### config.mk
export PLATFORM = sky130hd
export DESIGN_NAME = ofdm_cp_inserter
export DESIGN_NICKNAME = d
export VERILOG_FILES = /design/src/rtl/ofdm_pkg.sv /design/src/rtl/ofdm_cp_bank.sv /design/src/rtl/ofdm_cp_inserter.sv
export SDC_FILE = /design/constraint.sdc
export NUM_CORES = 2
export LEC_CHECK = 0
export ABC_AREA = 1
export ABC_CLOCK_PERIOD_IN_PS = 5130
export CORE_UTILIZATION = 35
export CTS_CLUSTER_DIAMETER = 60
export DETAILED_ROUTE_END_ITERATION = 10
export GPL_TIMING_DRIVEN = 0
export SYNTH_ARGS = -nofsm -noshare
export SYNTH_HDL_FRONTEND = slang
export SYNTH_HIERARCHICAL = 1
export SYNTH_SLANG_ARGS = --single-unit
export TNS_END_PERCENT = 20
### constraint.sdc
create_clock -name clk -period 5.13 [get_ports clk]
set_input_delay 0.7695 -clock clk [delete_from_list [all_inputs] [get_ports clk]]
set_output_delay 0.7695 -clock clk [all_outputs]
set_load 0.02 [all_outputs]
### src/rtl/ofdm_pkg.sv
// Shared defaults and state encodings for the OFDM cyclic-prefix inserter.
package ofdm_pkg;

    localparam int N_DEF      = 64;
    localparam int CP_LEN_DEF = 16;
    localparam int W_DEF      = 8;

    // Input side: waiting for a start of symbol, or filling a bank
    typedef enum logic {
        W_IDLE = 1'b0,
        W_FILL = 1'b1
    } wr_state_t;

    // Output side: no bank ready, emitting the prefix, emitting the body
    typedef enum logic [1:0] {
        R_IDLE = 2'd0,
        R_CP   = 2'd1,
        R_BODY = 2'd2
    } rd_state_t;

endpackage

### src/rtl/ofdm_cp_bank.sv
// Two-bank symbol store: one synchronous write port and one combinational
// read port, each addressed by a bank bit plus a sample index.
module ofdm_cp_bank
    import ofdm_pkg::*;
#(
    parameter int N  = N_DEF,
    parameter int DW = 2 * W_DEF,
    localparam int AW = $clog2(N)
) (
    input  logic          clk,
    input  logic          we,
    input  logic          wbank,
    input  logic [AW-1:0] waddr,
    input  logic [DW-1:0] wdata,
    input  logic          rbank,
    input  logic [AW-1:0] raddr,
    output logic [DW-1:0] rdata
);

    logic [DW-1:0] bank_rd [2];

    genvar gi;
    generate
        for (gi = 0; gi < 2; gi++) begin : g_bank
            logic [DW-1:0] mem [N];

            // Write the sample into this bank when it is the selected one
            always_ff @(posedge clk) begin
                if (we && (wbank == 1'(gi))) begin
                    mem[waddr] <= wdata;
                end
            end

            assign bank_rd[gi] = mem[raddr];
        end
    endgenerate

    assign rdata = bank_rd[rbank];

endmodule

### src/rtl/ofdm_cp_inserter.sv
// Cyclic-prefix inserter: buffers one IFFT symbol per bank and replays it as
// the last CP_LEN samples followed by all N samples, behind a registered
// output stage with valid/ready handshake.
// Optional feature macro: OFDM_CP_ERR_CNT_EN adds err_clr / err_count, a
// saturating count of frame_err pulses.
module ofdm_cp_inserter
    import ofdm_pkg::*;
#(
    parameter int N      = N_DEF,
    parameter int CP_LEN = CP_LEN_DEF,
    parameter int W      = W_DEF
) (
    input  logic         clk,
    input  logic         rst,
    input  logic         in_valid,
    input  logic         in_sop,
    input  logic         in_eop,
    input  logic [W-1:0] in_re,
    input  logic [W-1:0] in_im,
    output logic         in_ready,
    output logic         out_valid,
    output logic         out_sop,
    output logic         out_eop,
    output logic [W-1:0] out_re,
    output logic [W-1:0] out_im,
    input  logic         out_ready,
    output logic         frame_err
`ifdef OFDM_CP_ERR_CNT_EN
    ,
    input  logic         err_clr,
    output logic [7:0]   err_count
`endif
);

    localparam int AW = $clog2(N);
    localparam logic [AW-1:0] LAST_IDX = AW'(N - 1);
    localparam logic [AW-1:0] CP_START = AW'(N - CP_LEN);

    wr_state_t       wr_state;
    logic [AW-1:0]   wptr;
    logic            wb;
    rd_state_t       rd_state;
    logic [AW-1:0]   rptr;
    logic            rb;
    logic [1:0]      full;
    logic [1:0]      full_next;

    logic            in_xfer;
    logic            we;
    logic [AW-1:0]   waddr;
    logic            bank_commit;
    logic            wr_err;
    logic            load;
    logic            bank_release;
    logic [2*W-1:0]  rd_data;

    assign in_ready = !full[wb];
    assign in_xfer  = in_valid && in_ready;

    ofdm_cp_bank #(
        .N  (N),
        .DW (2 * W)
    ) u_bank (
        .clk   (clk),
        .we    (we),
        .wbank (wb),
        .waddr (waddr),
        .wdata ({in_re, in_im}),
        .rbank (rb),
        .raddr (rptr),
        .rdata (rd_data)
    );

    // Classify each accepted input sample: store, commit the bank, or drop
    always_comb begin
        we          = 1'b0;
        waddr       = wptr;
        bank_commit = 1'b0;
        wr_err      = 1'b0;
        if (in_xfer) begin
            if (in_sop) begin
                // A new start always wins; a partial frame in progress is lost
                we     = 1'b1;
                waddr  = '0;
                wr_err = (wr_state == W_FILL);
            end else if (wr_state == W_FILL) begin
                we = 1'b1;
                if (wptr == LAST_IDX) begin
                    if (in_eop) begin
                        bank_commit = 1'b1;
                    end else begin
                        wr_err = 1'b1;
                    end
                end else if (in_eop) begin
                    wr_err = 1'b1;
                end
            end else begin
                wr_err = 1'b1;
            end
        end
    end

    // Write FSM: tracks fill position, bank selection and the error pulse
    always_ff @(posedge clk or posedge rst) begin
        if (rst) begin
            wr_state  <= W_IDLE;
            wptr      <= '0;
            wb        <= 1'b0;
            frame_err <= 1'b0;
        end else begin
            frame_err <= wr_err;
            if (in_xfer) begin
                if (in_sop) begin
                    wr_state <= W_FILL;
                    wptr     <= AW'(1);
                end else if (wr_state == W_FILL) begin
                    if (in_eop || (wptr == LAST_IDX)) begin
                        wr_state <= W_IDLE;
                        wptr     <= '0;
                    end else begin
                        wptr <= wptr + 1'b1;
                    end
                end
            end
            if (bank_commit) begin
                wb <= ~wb;
            end
        end
    end

    // The reader advances whenever the output register is free or draining
    assign load         = (rd_state != R_IDLE) && (!out_valid || out_ready);
    assign bank_release = load && (rd_state == R_BODY) && (rptr == LAST_IDX);

    // Commit and release never target the same bank, so both apply at once
    always_comb begin
        full_next = full;
        if (bank_commit) begin
            full_next[wb] = 1'b1;
        end
        if (bank_release) begin
            full_next[rb] = 1'b0;
        end
    end

    // Per-bank occupancy flags
    always_ff @(posedge clk or posedge rst) begin
        if (rst) begin
            full <= 2'b00;
        end else begin
            full <= full_next;
        end
    end

    // Read FSM plus the registered output stage it feeds
    always_ff @(posedge clk or posedge rst) begin
        if (rst) begin
            rd_state  <= R_IDLE;
            rptr      <= '0;
            rb        <= 1'b0;
            out_valid <= 1'b0;
            out_sop   <= 1'b0;
            out_eop   <= 1'b0;
            out_re    <= '0;
            out_im    <= '0;
        end else begin
            if (load) begin
                out_valid        <= 1'b1;
                {out_re, out_im} <= rd_data;
                out_sop          <= (rd_state == R_CP) && (rptr == CP_START);
                out_eop          <= bank_release;
            end else if (out_ready) begin
                out_valid <= 1'b0;
                out_sop   <= 1'b0;
                out_eop   <= 1'b0;
            end

            case (rd_state)
                R_IDLE: begin
                    if (full[rb]) begin
                        rd_state <= R_CP;
                        rptr     <= CP_START;
                    end
                end
                R_CP: begin
                    if (load) begin
                        if (rptr == LAST_IDX) begin
                            rd_state <= R_BODY;
                            rptr     <= '0;
                        end else begin
                            rptr <= rptr + 1'b1;
                        end
                    end
                end
                R_BODY: begin
                    if (load) begin
                        if (rptr == LAST_IDX) begin
                            rb <= ~rb;
                            // Chain straight into the other bank to avoid a gap
                            if (full_next[~rb]) begin
                                rd_state <= R_CP;
                                rptr     <= CP_START;
                            end else begin
                                rd_state <= R_IDLE;
                                rptr     <= '0;
                            end
                        end else begin
                            rptr <= rptr + 1'b1;
                        end
                    end
                end
                default: begin
                    rd_state <= R_IDLE;
                    rptr     <= '0;
                end
            endcase
        end
    end

`ifdef OFDM_CP_ERR_CNT_EN
    // Saturating frame_err counter; a clear beats a same-cycle increment
    always_ff @(posedge clk or posedge rst) begin
        if (rst) begin
            err_count <= 8'd0;
        end else if (err_clr) begin
            err_count <= 8'd0;
        end else if (frame_err && (err_count != 8'hFF)) begin
            err_count <= err_count + 8'd1;
        end
    end
`endif

endmodule

==> reports/qor.yml <==
gp_congestion: 1.03
h-tree-depth: 4
synth_xor_area_frac: 0.000414
routed_via_density: 5.77
netlist_area_um2: 84600
finalSetupViolations: 50
ios: 43
cellPowerDensity_nw_per_um2: 547
cp-start-kind: "flop"
drv_slew: 11
combPwrFrac: 0.370
rows: 180
postSynthAreaPerCell_um2: 12.0
finalHoldViolCount: 0
synth_compound_area_frac: 0.00194
wl_um: 343000
dpl.hpwl_um: 245000
route.detailed.drc: 0
numPortBuffers: 42
clk_pin_slew_ns: 0.06
synth_edf_count: 2048
fin_util: 0.413
slew_headroom: -0.0377
grt_first_pass_wirelength_um: 462000
numCtsBuffers: 217
detail_route.first_pass.iterations: 7
dieArea_um2: 244000
path_class: "flop to flop"
ir_drop_mv: 0.387
final_cell_mix: "nand2_1 (2158), edfxtp_1 (2048), nand3_1 (2038)"
worstMarginPinSlew_ns: 1.56
drv_cap: 2
postCtsHoldBufs: 0
hold_class: "primary input to flop"
postCtsSetupRepairBufs: 0
synth_cell_types: 32
swShare: 0.417
drive_gt1_frac: 0.132
ys_seq_elements: 2087
p_total_mw: 54.3
period_share: 1.02
synth_mux_area_frac: 0
syn_inst: 7019
synth-main-ff-cell: "edfxtp_1"
root_buffer: "clkbuf_16"
synth-adder-area-share: 0.000740
holdWs_ns: 0.317
syn_nets: 7046
p_leak_nw: 34.7
placed_cell_area_um2: 92500
clock_power_share: 0.282
seq_power_share: 0.348
synth_warnings: 6
wl_per_cell_um: 31.6
grt_overflow: 0
critPathMaxStageDelay_ns: 1.06
ant_nets: 0
cp_slowest_cell: "clkinv_1"
die_h_um: 494
nets: 7529
final_common_cell: "nand2_1"
cts.path.max_buffers: 3
path_max_fanout: 10
grt_pass1_vias: 56400
period_needed_ns: 5.25
grt_max_degree: 89
ys_seq_area_frac: 0.739
final_cell_area_um2: 99300
drtIter0Drc: 10400
preCtsSetupSlack_ns: -0.356
max_freq_ghz: 0.190
fin_worst_skew_ns: 0.0577
fp.dieW_um: 494
endpoint_kind: "flop"
p_int_mw: 31.7
core-area_um2: 240000
worstPathArrival_ns: 5.82
rsz0062_at_grt: "no"
yosys.area_share.simple: 0.226
grtUsageTotal: 0.276
syn2layout_area_growth_pct: 17.5
clkSinkCount: 2087
synth_top_family_by_area: "simple AND/OR/NAND/NOR gates"
clkLatencyLatePin_ns: 0.89
status: "finished, violations left"
via_count: 62800
netSwitchingPower_mw: 22.7
fin_ws_ns: -0.125
synthArstFlopShare: 0.0187
cp.required_ns: 5.70
cts_tree: "built"
violations: "max-capacitance violations, max-slew violations, negative setup slack"
crit_chain: "inv_1, nand2_1, nand2_2, nand2_2, nor2_1, nor2_1, inv_1, nor3_1, clkinv_1, nor3_2, buf_6, buf_6"
antenna_found_initial: 22
start_util: 0.352
-- per-stage QoR --
stage	TNS [ns]	instances
after floorplan	0	7019
after global placement	-5218.58	10200
after detailed placement	-32.66	10500
after CTS	0	10900
after global routing	0	10900
final	-2.57	10900
-- synth_stat cells, types with 4 or more instances --
master	number	area, um^2
buf_2	257	1290
dfrtp_1	39	976
edfxtp_1	2048	61500
clkbuf_1	96	360
nand3_1	2038	10200
xor2_1	4	35.0
nor2_1	37	139
clkinv_1	7	26.3
buf_1	47	176
a21oi_1	7	35.0
nor3_1	118	591
nand2_1	2158	8100
inv_2	9	33.8
ha_1	5	62.6
buf_4	54	405
buf_6	18	203
o21ai_0	12	60.1
inv_1	38	143
nand2_2	4	25.0
-- worst paths after layout --
kind | cells after the start | startpoint | to | slack [ns]
worst max register to register | 12 | wb | u_bank/g_bank[1].mem[10][15] | -0.12
worst max-delay path | 12 | wb | u_bank/g_bank[1].mem[10][15] | -0.12
worst min-delay path | 1 | in_re[7] | u_bank/g_bank[0].mem[41][15] | 0.32
worst min register to register | 2 | out_re[4] | out_re[4] | 0.48
min in group asynchronous | 2 | rst | out_im[4] | 0.40
max in group asynchronous | 2 | rst | wptr[5] | 4.18
-- power groups by stage --
| stage | registers [mW] | clock network (mW) | logic, mW |
|---|---|---|---|
| finish | 18.9 | 15.3 | 20.1 |
| global route | 18.9 | 16.0 | 20.4 |
| CTS | 18.9 | 15.4 | 19.2 |
| detailed placement | 19.3 | 0 | 19.1 |
| global placement | 19.4 | 0 | 19.0 |
| floorplan | 19.3 | 0 | 9.19 |
-- cell families after synthesis --
logic type	count (synthesis)
flip-flops	2087
AND/OR/NAND/NOR	4365
adder cells (fa/ha/maj)	5
buffers and inverters	529
AO/OA/AOI/OAI	29
XOR/XNOR	4
-- cell type report --
cell class,count,area (um^2)
Fill cell,22300,141000
Inverter,55,209
Timing Repair Buffer,264,3380
Tap cell,3185,3990
Multi-Input combinational cell,4403,20000
Antenna cell,12,30.0
Buffer,474,2460
Sequential cell,2087,62500
Clock buffer,281,5750
Clock inverter,117,1040
-- sequential cells by signal (all words and copies together) (netlist names) --
name and flops:
out_sop 1, wptr 6, out_valid 1, out_re 8
u_bank/g_bank.mem 2048, wb 1, out_eop 1, rptr 6
out_im 8, wr_state 1, rb 1, frame_err 1
full 2, rd_state 2
-- routing by layer --
metal,wire length [um],vias to the layer above,global-route usage
met1,129000,31300,0.369
met4,24100,8,0.159
li1,-,26100,-
met3,46900,815,0.0787
met5,53,-,0
met2,143000,4601,0.400
-- repair_timing --
action | 4_1_cts | 5_1_grt
endpoints found under the setup margin | 0 | 10
hold endpoints to repair | 0 | 0
resized for setup | 0 | 1
-- worst max-delay path: cells and delay by family (launching register included) --
family / cells / cell delay, ns
buffers and inverters: 5 / 1.87
DFF: 1 / 0.44
and+or+nand+nor: 7 / 2.62
Power figures use the tool's default switching activity.
